===== src/rtl/sym_err_counter.sv =====
// sym_err_counter: symbol/bit error counter over hold-strobed windows.
// Ports: clk, reset(n), sym_clk_en, hold, tx_sym, rx_sym, result_ack -> result bundle.
module sym_err_counter #(
  parameter int SYM_W = 2,
  parameter int CNT_W = 22
) (
  input  logic             clk,
  input  logic             reset,
  input  logic             sym_clk_en,
  input  logic             hold,
  input  logic [SYM_W-1:0] tx_sym,
  input  logic [SYM_W-1:0] rx_sym,
  input  logic             result_ack,
  output logic             result_valid,
  output logic [CNT_W-1:0] sym_count,
  output logic [CNT_W-1:0] err_count,
  output logic [CNT_W-1:0] bit_err_count,
  output logic             sat,
  output logic             overrun,
  output logic [7:0]       window_count
);

  typedef enum logic {IDLE, MEASURE} state_e;

  localparam logic [CNT_W-1:0] MAX = '1;

  state_e           state_q, state_d;
  logic [CNT_W-1:0] acc_sym_q, acc_sym_d;
  logic [CNT_W-1:0] acc_err_q, acc_err_d;
  logic [CNT_W-1:0] acc_bit_q, acc_bit_d;
  logic             wsat_q, wsat_d;
  logic [CNT_W-1:0] res_sym_q, res_sym_d;
  logic [CNT_W-1:0] res_err_q, res_err_d;
  logic [CNT_W-1:0] res_bit_q, res_bit_d;
  logic             sat_q, sat_d;
  logic             valid_q, valid_d;
  logic             ovr_q, ovr_d;
  logic [7:0]       wc_q, wc_d;

  logic [SYM_W-1:0] diff;
  logic [CNT_W-1:0] err_inc;
  logic [CNT_W-1:0] bit_inc;
  logic             start;
  logic             close;

  function automatic logic [CNT_W-1:0] sadd(
    input logic [CNT_W-1:0] a,
    input logic [CNT_W-1:0] b
  );
    logic [CNT_W:0] s;
    s = {1'b0, a} + {1'b0, b};
    return s[CNT_W] ? MAX : s[CNT_W-1:0];
  endfunction

  always_comb begin
    diff    = tx_sym ^ rx_sym;
    err_inc = CNT_W'(|diff);
    bit_inc = '0;
    for (int i = 0; i < SYM_W; i++) begin
      bit_inc = bit_inc + CNT_W'(diff[i]);
    end
  end

  // Every enabled strobe opens a window; it closes one only if one was open.
  assign start = sym_clk_en & hold;
  assign close = start & (state_q == MEASURE);

  always_comb begin
    state_d   = state_q;
    acc_sym_d = acc_sym_q;
    acc_err_d = acc_err_q;
    acc_bit_d = acc_bit_q;
    wsat_d    = wsat_q;
    res_sym_d = res_sym_q;
    res_err_d = res_err_q;
    res_bit_d = res_bit_q;
    sat_d     = sat_q;
    valid_d   = valid_q;
    ovr_d     = ovr_q;
    wc_d      = wc_q;

    if (start) begin
      state_d   = MEASURE;
      acc_sym_d = CNT_W'(1);
      acc_err_d = err_inc;
      acc_bit_d = bit_inc;
      wsat_d    = (acc_sym_d == MAX) |
                  (acc_err_d == MAX) |
                  (acc_bit_d == MAX);
    end else if (sym_clk_en && state_q == MEASURE) begin
      acc_sym_d = sadd(acc_sym_q, CNT_W'(1));
      acc_err_d = sadd(acc_err_q, err_inc);
      acc_bit_d = sadd(acc_bit_q, bit_inc);
      wsat_d    = wsat_q |
                  (acc_sym_d == MAX) |
                  (acc_err_d == MAX) |
                  (acc_bit_d == MAX);
    end

    if (close) begin
      res_sym_d = acc_sym_q;
      res_err_d = acc_err_q;
      res_bit_d = acc_bit_q;
      sat_d     = wsat_q;
      wc_d      = wc_q + 8'd1;
      valid_d   = 1'b1;
      // An ack in the closing cycle consumes the old result, so no overrun.
      if (valid_q && !result_ack) ovr_d = 1'b1;
    end else if (valid_q && result_ack) begin
      valid_d = 1'b0;
    end
  end

  always_ff @(posedge clk) begin
    if (!reset) begin
      state_q   <= IDLE;
      acc_sym_q <= '0;
      acc_err_q <= '0;
      acc_bit_q <= '0;
      wsat_q    <= 1'b0;
      res_sym_q <= '0;
      res_err_q <= '0;
      res_bit_q <= '0;
      sat_q     <= 1'b0;
      valid_q   <= 1'b0;
      ovr_q     <= 1'b0;
      wc_q      <= '0;
    end else begin
      state_q   <= state_d;
      acc_sym_q <= acc_sym_d;
      acc_err_q <= acc_err_d;
      acc_bit_q <= acc_bit_d;
      wsat_q    <= wsat_d;
      res_sym_q <= res_sym_d;
      res_err_q <= res_err_d;
      res_bit_q <= res_bit_d;
      sat_q     <= sat_d;
      valid_q   <= valid_d;
      ovr_q     <= ovr_d;
      wc_q      <= wc_d;
    end
  end

  assign result_valid  = valid_q;
  assign sym_count     = res_sym_q;
  assign err_count     = res_err_q;
  assign bit_err_count = res_bit_q;
  assign sat           = sat_q;
  assign overrun       = ovr_q;
  assign window_count  = wc_q;

endmodule


===== config.mk =====
export PLATFORM = sky130hd
export DESIGN_NAME = sym_err_counter
export DESIGN_NICKNAME = d
export VERILOG_FILES = /design/src/rtl/sym_err_counter.sv
export SDC_FILE = /design/constraint.sdc
export NUM_CORES = 1
export LEC_CHECK = 0
export ABC_AREA = 1
export CORE_ASPECT_RATIO = 1.4
export CORE_UTILIZATION = 57
export CTS_BUF_LIST = sky130_fd_sc_hd__clkbuf_16
export CTS_CLUSTER_DIAMETER = 40
export DETAILED_ROUTE_END_ITERATION = 12
export GPL_TIMING_DRIVEN = 0
export HOLD_SLACK_MARGIN = 0.15
export PLACE_DENSITY = 0.81
export SLEW_MARGIN = 20
export SYNTH_ARGS = -nofsm -noshare
export SYNTH_HDL_FRONTEND = slang
export SYNTH_SLANG_ARGS = --single-unit

===== constraint.sdc =====
create_clock -name clk -period 3.8 [get_ports clk]
set_clock_uncertainty 0.15 [all_clocks]
set_input_delay 0.57 -clock clk [delete_from_list [all_inputs] [get_ports clk]]
set_output_delay 0.57 -clock clk [all_outputs]
set_load 0.01 [all_outputs]

==> metrics.txt, run 1 <==
Layout Nets=1276; final cell area excluding filler cells=9230 sq um; deepest level of the CTS H-tree=4; total track usage=0.327; Clk pwr share=0.491; post-synthesis net count=1171; Crit Path Category=input port to register; post-synthesis register bit count=145; sequential area share after synthesis=0.385; Final ANT Viol Nets=0; final period utilization=0.946; Layout area overhead=22.5%; RSZ-0062 raised after global routing=false; WL final=21.8 mm; outcome=complete, no violations; routed wl met2=11.0 mm; Avg Inst Size Synth=6.54 sq um; Fmax achieved=0.278 GHz; latest clock arrival within the worst-skew pair=440 ps; clk buf depth=2; Internal=2.78 mW; Area after DPL=8570 sq um; Synth cell types=35; TritonCTS sink count=145; top routing layer used=met4; root buf cell=clkbuf_16; CP Cell Sequence=clkdlybuf4s50_1, xor2_2, inv_1, ha_1, ha_1, inv_1, fa_2, nor2_4, nand2_2, nor2_4, nand3_2, nand3_2, nand2_1, nor3_1, nand3_1, nand3_1, nand2_1, a21oi_2; Post-Syn Instances=1153; I/O Pins=86; R2R cell count=14; P_sw=0.910 mW; min cycle time layout=3590 ps; Vias/cell=5.55; DR vias=7910; mapped cell area=7540 sq um; CP max-delay cell=clkdlybuf4s50_1; mux share of post-synthesis cell area=0; vias in the first global route=7430; Final HPWL DP=16.0 mm; Critical Path RT=4020 ps; worst-path maximum fanout=7; Post-synth top flop=dfxtp_1; Power, Total=3.69 mW; Relative slew margins=0.526; maximum VDD drop=0.000332 V; top cells by area, synth=dfxtp_1 39%, nand2_1 13%, o21ai_0 7.5%; Comb power frac=0.074; first-pass GRT wire length=35.2 mm; remaining global-route overflow=0; DRC viols=0; antenna violations before repair=0; Initial Util=0.585; die height=138 um; Die ar.=13700 sq um; Hold Vio Cnt, Final=0; Pleak=3.97 nW; drt wl/cell=15.3 um; Top delay family on crit path=simple AND/OR/NAND/NOR gates; cts-stage hold buffer count=0; Sw Ratio=0.247; share of cells above drive strength 1=0.0574; Worst-Margin Slew=712 ps; largest net degree at the start of global routing=17; commonest cells after routing, fill and taps aside=269 x nand2_1, 149 x nor2_1, 145 x inv_1, 145 x dfxtp_1, 113 x o21ai_0; met3 wire length=1.03 mm; CTS tree=yes; Port-buffer cells=84; CP max stage delay=500 ps; critical path buffer and inverter count=3; cell depth of the worst setup path=18; Routability Congestion=0.955; commonest non-fill, non-tap cell in the layout=nand2_1; die width=99.2 um; Hold Slack=324 ps; main combinational cell family by area after synthesis=simple AND/OR/NAND/NOR gates; clk slew on worst S/H paths=60 ps; crit start category=input port; Worst Hold Depth=2; Starting DRT DRC Count=487; xor and xnor area share after synthesis=0.0139; max cap viols=0; P per Cell Area=399 nW/um^2; fin. max-slew vios=0; setup TNS=0 ps; Seq pwr share=0.436; fraction of registers with async set or reset after synthesis=0; number of flops mapped to enable cells by yosys=0; critical path arrival=3810 ps; Synth Area in Compound Gates=0.168; leading area contributor after synthesis=dfxtp_1; Core ar.=12900 sq um; CTS buffer count=17; Synth top area share=0.385; Yosys Warn Count=0; Synth Area in Adders=0.0159; Post-Synth Simple-Gate Area=0.316; std cell rows=49; Setup Viol. Count Final=0; Worst Hold Class=register to register; # diodes=0; First-pass DRT Iterations=5; DRT met1 WL=8.57 mm; CP Capture Type=register
[area by class of cell]
| class | instances | area [sq um] |
|---|---|---|
| clock buffer | 17 | 425 |
| sequential | 145 | 2900 |
| timing repair buffer | 86 | 856 |
| buffer | 48 | 203 |
| multi-input combinational | 812 | 3890 |
| clock inverter | 15 | 206 |
| tap | 153 | 191 |
| fill | 1104 | 3640 |
| inverter | 148 | 557 |
[kinds of logic (layout without fill, tap and decap cells)]
group                      Yosys count  count (layout)
and+or+nand+nor                    554             554
xor gates and xnor gates            12              12
AOI/OAI and AO/OA                  237             237
adders and majority gates            9               9
buffers and inverters              196             314
DFF                                145             145
[sequential cells by signal (all words and copies together) (netlist names)]
signal         flops
wsat_q             1
result_valid       1
window_count       8
overrun            1
acc_bit_q         22
acc_err_q         22
acc_sym_q         22
bit_err_count     22
sat                1
state_q            1
err_count         22
sym_count         22
[what timing repair did]
item	4_1_cts	5_1_grt
buffers inserted	0	2
endpoints found under the setup margin	0	1
resized for setup	0	3
[routing by layer]
metal / vias up / track usage
met5: - / 0
met3: 79 / 0.0597
li1: 3920 / -
met2: 267 / 0.578
met4: 0 / 0.203
met1: 3644 / 0.359
[synth_stat cells (2+ instances only)]
| cell | number |
|---|---|
| a31oi_1 | 5 |
| inv_1 | 145 |
| nand2_2 | 7 |
| nor2_1 | 149 |
| nor3_1 | 8 |
| nor2_2 | 7 |
| a21oi_1 | 89 |
| o21ai_0 | 113 |
| a211oi_1 | 7 |
| nand2_1 | 269 |
| buf_2 | 3 |
| nand2_4 | 2 |
| inv_2 | 2 |
| buf_6 | 2 |
| o21a_1 | 2 |
| dfxtp_1 | 145 |
| buf_1 | 6 |
| clkbuf_1 | 36 |
| o211ai_1 | 17 |
| nand4_1 | 11 |
| o21ai_1 | 2 |
| nand3_1 | 85 |
| xor2_1 | 7 |
| xnor2_1 | 5 |
| nor2_4 | 6 |
| nand3b_1 | 6 |
| ha_1 | 8 |
| nand3_2 | 2 |
[worst paths after layout]
path / slack, ps / startpoint / to
worst min-delay path: 320 / window_count[7] / window_count[7]
worst min register to register: 320 / window_count[7] / window_count[7]
worst max-delay path: 210 / tx_sym[0] / wsat_q
worst max register to register: 1010 / acc_bit_q[0] / wsat_q
[metrics by stage]
step / worst slack, ps / util / cells
2_1_floorplan: 696 / - / 1153
3_5_place_dp: -414 / 0.666 / 1390
5_1_grt: 27.8 / 0.717 / 1424
4_1_cts: 30.0 / 0.715 / 1422
6_report: 205 / 0.717 / 1424
3_3_place_gp: -378 / 0.666 / 1390
[power groups by stage]
stage	registers (mW)	clock network (mW)	logic (mW)
floorplan	1.64	0	0.144
global placement	1.64	0	0.262
detailed placement	1.64	0	0.266
CTS	1.60	1.83	0.269
global route	1.61	1.89	0.301
finish	1.61	1.81	0.272
[worst register-to-register path, stage by stage, from the launching register on]
cell,delay (ps)
dfxtp_1,370
ha_1,210
inv_1,70
fa_2,370
nor2_4,210
nand2_2,140
nor2_4,170
nand3_2,190
nand3_2,170
nand2_1,60
nor3_1,180
nand3_1,150
nand3_1,100
nand2_1,60
a21oi_2,110
Power figures use the tool's default switching activity.
==> run 2: changes to the inputs <==
CORE_MARGIN = 5   (was unset)
CORE_UTILIZATION = 51   (was 57)
PLACE_DENSITY = 0.76   (was 0.81)
clock period = 3.2 ns   (was 3.8 ns; I/O delays follow)
==> run 2 against run 1 <==
Worst setup slack worse by 170 ps. Routed wire length is 5.0% higher. Total power is 14% higher. Critical endpoint unchanged.
==> metrics.txt, run 2 (same netlist as run 1, synthesis figures left out) <==
outcome=complete, no violations (unchanged); Hold Vio Cnt, Final=0 (unchanged); max cap viols=0 (unchanged); critical path arrival=3390 ps (was 3810 ps); Starting DRT DRC Count=628 (was 487); Port-buffer cells=84 (unchanged); Core ar.=14500 sq um (was 12900 sq um); clk buf depth=2 (unchanged); die height=154 um (was 138 um); Final HPWL DP=16.8 mm (was 16.0 mm); Die ar.=17300 sq um (was 13700 sq um); First-pass DRT Iterations=5 (unchanged); DR vias=7869 (was 7910); CP most frequent cell=nand3_2; fin. max-slew vios=0 (unchanged); Final ANT Viol Nets=0 (unchanged); Placed Cells=1426 (was 1390); maximum VDD drop=0.000315 V (was 0.000332 V); first-pass GRT wire length=37.2 mm (was 35.2 mm); total track usage=0.265 (was 0.327); final period utilization=0.990; clk slew on worst S/H paths=70 ps (was 60 ps); std cell rows=52 (was 49); final cell area excluding filler cells=9440 sq um (was 9230 sq um); Layout area overhead=25.3% (was 22.5%); r2r setup slk=490 ps (was 1010 ps); remaining global-route overflow=0 (unchanged); P per Cell Area=444 nW/um^2 (was 399 nW/um^2); Relative slew margins=0.480 (was 0.526); die width=113 um (was 99.2 um); Worst Hold Class=register to register (unchanged); # diodes=0 (unchanged); Pleak=4.10 nW (was 3.97 nW); CTS buffer count=17 (unchanged); DRC viols=0 (unchanged); Routability Congestion=0.954 (was 0.955); Layout Nets=1287 (was 1276); Vias/cell=5.35 (was 5.55); WL final=22.8 mm (was 21.8 mm); largest net degree at the start of global routing=17 (unchanged); Fmax achieved=0.316 GHz; CP max-delay cell=fa_2 (was clkdlybuf4s50_1); TritonCTS sink count=145 (unchanged); Setup Viol. Count Final=0 (unchanged); antenna violations before repair=0 (unchanged); Critical Path RT=3420 ps (was 4020 ps); commonest non-fill, non-tap cell in the layout=nand2_1 (unchanged); CP Cell Sequence=dlygate4sd2_1, xor2_2, inv_2, ha_4, ha_4, inv_1, fa_2, nor2_4, nand2_4, nor2_4, buf_4, nand3b_1, nand3_2, nand2_1, nor3_2, nand3_2, nand3_2, nand2_1, a21oi_2 (was clkdlybuf4s50_1, xor2_2, inv_1, ha_1, ha_1, inv_1, fa_2, nor2_4, nand2_2, nor2_4, nand3_2, nand3_2, nand2_1, nor3_1, nand3_1, nand3_1, nand2_1, a21oi_2); Top delay family on crit path=simple AND/OR/NAND/NOR gates (unchanged); I/O Pins=86 (unchanged); fin cells=1471 (was 1424); CP Capture Type=register (unchanged); Worst-Margin Slew=780 ps (was 712 ps); CTS tree=yes (unchanged); Initial Util=0.519 (was 0.585); crit start category=input port (unchanged); drt wl/cell=15.5 um (was 15.3 um); share of cells above drive strength 1=0.0788 (was 0.0574); Area after DPL=8610 sq um (was 8570 sq um); min cycle time layout=3170 ps; CP max stage delay=370 ps (was 500 ps); commonest cells after routing, fill and taps aside=261 x nand2_1, 147 x nor2_1, 145 x inv_1, 145 x dfxtp_1, 112 x o21ai_0 (was 269 x nand2_1, 149 x nor2_1, 145 x inv_1, 145 x dfxtp_1, 113 x o21ai_0); vias in the first global route=7659 (was 7430); root buf cell=clkbuf_16 (unchanged); critical path buffer and inverter count=4 (was 3); Power, Total=4.19 mW (was 3.69 mW); worst-path maximum fanout=4 (was 7); deepest level of the CTS H-tree=4 (unchanged); Crit Path Category=input port to register (unchanged); post-layout util=0.651 (was 0.717); latest clock arrival within the worst-skew pair=430 ps (was 440 ps)
## run 2: area by class of cell
type                            count  area (sq um)
Clock buffer                       17           425
Clock inverter                     15           144
Tap cell                          189           236
Inverter                          148           557
Sequential cell                   145          2900
Buffer                             48           206
Fill cell                        1336          5070
Multi-Input combinational cell    812          4030
Timing Repair Buffer               97           941
## run 2: timing repair
item / CTS / global route
setup buffers: 5 / 8
resized for setup: 13 / 26
pin swaps: 7 / 18
endpoints found under the setup margin: 3 / 1
hold buffers: 0 / 0
## run 2: report_power, final
group	internal (mW)	total [mW]	switching [mW]
clock	1.14	1.95	0.811
combinational	0.133	0.337	0.204
sequential	1.86	1.91	0.0482
total	3.13	4.19	1.06
## run 2: routing by layer
metal  track usage  vias to the layer above  part of all wire
met5             0                        -                 0
met4         0.143                        0             0.050
met3        0.0472                       76             0.045
met2         0.478                      251              0.51
met1         0.292                     3584              0.39
li1              -                     3958                 -
## run 2: worst register-to-register path, cell delays in order (launching register included)
cell      delay [ps]
dfxtp_1          430
ha_4             170
inv_1             50
fa_2             370
nor2_4           220
nand2_4          100
nor2_4           180
buf_4            140
nand3b_1          80
nand3_2          100
nand2_1           80
nor3_2           200
nand3_2          120
nand3_2           80
nand2_1           60
a21oi_2          130
## run 2: through the flow
step / hold slack [ps] / setup slack (ps) / setup TNS [ps]
finish: 319 / 30.8 / 0
global route: 347 / -52.1 / -52.1
CTS: 323 / 0.227 / 0
detailed placement: 313 / -906 / -8970
global placement: 301 / -843 / -7420
floorplan: 290 / 186 / 0
## run 2: worst paths after layout
kind | cells past startpoint | startpoint | endpoint
max reg2reg | 15 | acc_bit_q[0] | wsat_q
min reg2reg | 2 | wsat_q | wsat_q
max | 19 | rx_sym[0] | wsat_q
min | 2 | wsat_q | wsat_q
==> run 3: changes to the inputs <==
GPL_TIMING_DRIVEN = unset   (was 0)
==> run 3 against run 2 <==
Final cell count shrank 0.82%. Combinational power is essentially flat. Register-to-register slack gained 200 ps. Clock-buffer cell count is the same. Largest cell class unchanged. Largest power group unchanged.
==> metrics.txt, run 3 (same netlist as run 1, synthesis figures left out) <==
outcome=complete, no violations (unchanged); DRC viols=0 (unchanged); Final HPWL DP=14.3 mm (was 16.8 mm); worst-path maximum fanout=7 (was 4); # diodes=0 (unchanged); crit start category=input port (unchanged); Port-buffer cells=85 (was 84); Area after DPL=8780 sq um (was 8610 sq um); worst r2r dst=wsat_q (unchanged); drt wl/cell=13.9 um (was 15.5 um); CP most frequent cell=nand3_2 (unchanged); deepest level of the CTS H-tree=4 (unchanged); antenna violations before repair=0 (unchanged); total track usage=0.235 (was 0.265); fin. max-slew vios=0 (unchanged); clk buf depth=2 (unchanged); P per Cell Area=466 nW/um^2 (was 444 nW/um^2); CTS tree=yes (unchanged); sequential cell area=2900 sq um (unchanged); Power, Total=4.46 mW (was 4.19 mW); latest clock arrival within the worst-skew pair=430 ps (about the same); Hold Slack=330 ps (was 319 ps); final period utilization=0.948 (was 0.990); WHS Endpoint=state_q (was wsat_q); Final WS setup=166 ps (was 30.8 ps); Die ar.=17300 sq um (unchanged); vias in the first global route=7247 (was 7659); Routability Congestion=0.939 (was 0.954); commonest non-fill, non-tap cell in the layout=nand2_1 (unchanged); remaining global-route overflow=0 (unchanged); max cap viols=0 (unchanged); CP Capture Type=register (unchanged); largest net degree at the start of global routing=116 (was 17); I/O Pins=86 (unchanged); fin cells=1459 (was 1471); clk slew on worst S/H paths=60 ps (was 70 ps); pre-CTS setup slack=-591 ps (was -906 ps); r2r setup slk=690 ps (was 490 ps); first-pass GRT wire length=33.9 mm (was 37.2 mm); Core ar.=14500 sq um (unchanged); First-pass DRT Iterations=7 (was 5); Crit Path Category=input port to register (unchanged); die height=154 um (unchanged); cts-stage hold buffer count=0 (unchanged); Relative slew margins=0.412 (was 0.480); share of cells above drive strength 1=0.0976 (was 0.0788); DR vias=7590 (was 7869); Pleak=4.21 nW (was 4.10 nW); std cell rows=52 (unchanged); Vias/cell=5.20 (was 5.35); Layout Nets=1275 (was 1287); root buf cell=clkbuf_16 (unchanged); Final ANT Viol Nets=0 (unchanged); TritonCTS sink count=145 (unchanged); Critical Path RT=3410 ps (was 3420 ps); CP max-delay cell=clkdlybuf4s50_1 (was fa_2); CP max stage delay=450 ps (was 370 ps); hold_sp=state_q (was wsat_q); die width=113 um (unchanged); multi-input combinational cell area=3980 sq um (was 4030 sq um); Fmax achieved=0.330 GHz (was 0.316 GHz); maximum VDD drop=0.000361 V (was 0.000315 V); final cell area excluding filler cells=9560 sq um (was 9440 sq um); Layout area overhead=26.8% (was 25.3%); Fillers=1292 (was 1336); min cycle time layout=3030 ps (was 3170 ps); commonest cells after routing, fill and taps aside=267 x nand2_1, 147 x nor2_1, 146 x inv_1, 145 x dfxtp_1, 112 x o21ai_0 (was 261 x nand2_1, 147 x nor2_1, 145 x inv_1, 145 x dfxtp_1, 112 x o21ai_0); Worst Hold Class=register to register (unchanged); RR Startpoint=acc_sym_q[0] (was acc_bit_q[0]); Initial Util=0.519 (unchanged); Starting DRT DRC Count=444 (was 628); WL final=20.3 mm (was 22.8 mm); CTS buffer count=17 (unchanged); critical path arrival=3250 ps (was 3390 ps); R2R cell count=15 (unchanged); Hold Vio Cnt, Final=0 (unchanged); Worst-Margin Slew=881 ps (was 780 ps); CP Cell Sequence=clkdlybuf4s50_1, xnor2_2, ha_4, ha_4, inv_1, fa_2, nor2_4, nand2_4, nor2_4, nand3_4, nand3_2, nand2_1, nor3_2, nand3_2, nand3_2, nand2_1, a21oi_2 (was dlygate4sd2_1, xor2_2, inv_2, ha_4, ha_4, inv_1, fa_2, nor2_4, nand2_4, nor2_4, buf_4, nand3b_1, nand3_2, nand2_1, nor3_2, nand3_2, nand3_2, nand2_1, a21oi_2); Setup Viol. Count Final=0 (unchanged); Placed Cells=1425 (was 1426); Worst Hold Depth=2 (unchanged)
run 3: changes by cell type in the layout (fill, tap and decap cells not counted), sizes merged, moves of 2 or more:
cell | before | now
clkbuf | 53 | 17
buf | 25 | 49
bufinv | 2 | 5
clkinv | 8 | 5
clkdlybuf4s50 | 80 | 82
run 3: area by class of cell:
cell class | count | share of cell area
well taps | 189 | 0.0247
flip-flops and latches | 145 | 0.304
clock buffers | 17 | 0.0445
multi-input cells | 812 | 0.416
clock inverters | 15 | 0.0244
repair buffers | 133 | 0.128
inverters | 148 | 0.0583
run 3: timing repair:
action | CTS | global route
cloned | 0 | 0
hold endpoints to repair | 0 | 0
pin swaps | 13 | 8
resized for setup | 17 | 5
setup buffers | 2 | 0
setup endpoints to repair | 1 | 1
run 3: worst max path at each step:
| stage | start | to | slack (ps) | cells past startpoint |
|---|---|---|---|---|
| after floorplan | rx_sym[0] | wsat_q | 190 | 20 |
| after global routing | tx_sym[1] | wsat_q | -10 | 17 |
| after CTS | rx_sym[0] | wsat_q | 30 | 18 |
| final | tx_sym[1] | wsat_q | 170 | 17 |
| after detailed placement | tx_sym[0] | wsat_q | -590 | 20 |
| after global placement | tx_sym[0] | wsat_q | -430 | 20 |
run 3: through the flow:
step                setup TNS, ps  utilization
global placement            -1490        0.605
global route                -11.0        0.659
finish                          0        0.659
detailed placement          -3230        0.605
CTS                             0        0.657
floorplan                       0            -
run 3: per-layer routing:
metal | vias to the layer above | GRT usage | part of all wire
li1 | 3923 | - | -
met1 | 3419 | 0.272 | 0.41
met2 | 199 | 0.422 | 0.52
met3 | 49 | 0.0448 | 0.040
met4 | 0 | 0.0928 | 0.031
met5 | - | 0 | 0
run 3: power by group:
part           switching (mW)  internal [mW]
clock network           0.824           1.39
logic                   0.188          0.146
registers              0.0451           1.86
run 3: worst max-delay path, delay by kind of cell:
family | cells | cell delay (ps)
simple gates | 10 | 1200
fa+ha+maj | 3 | 790
buf+inv | 2 | 500
xor+xnor | 1 | 180
compound gates | 1 | 110
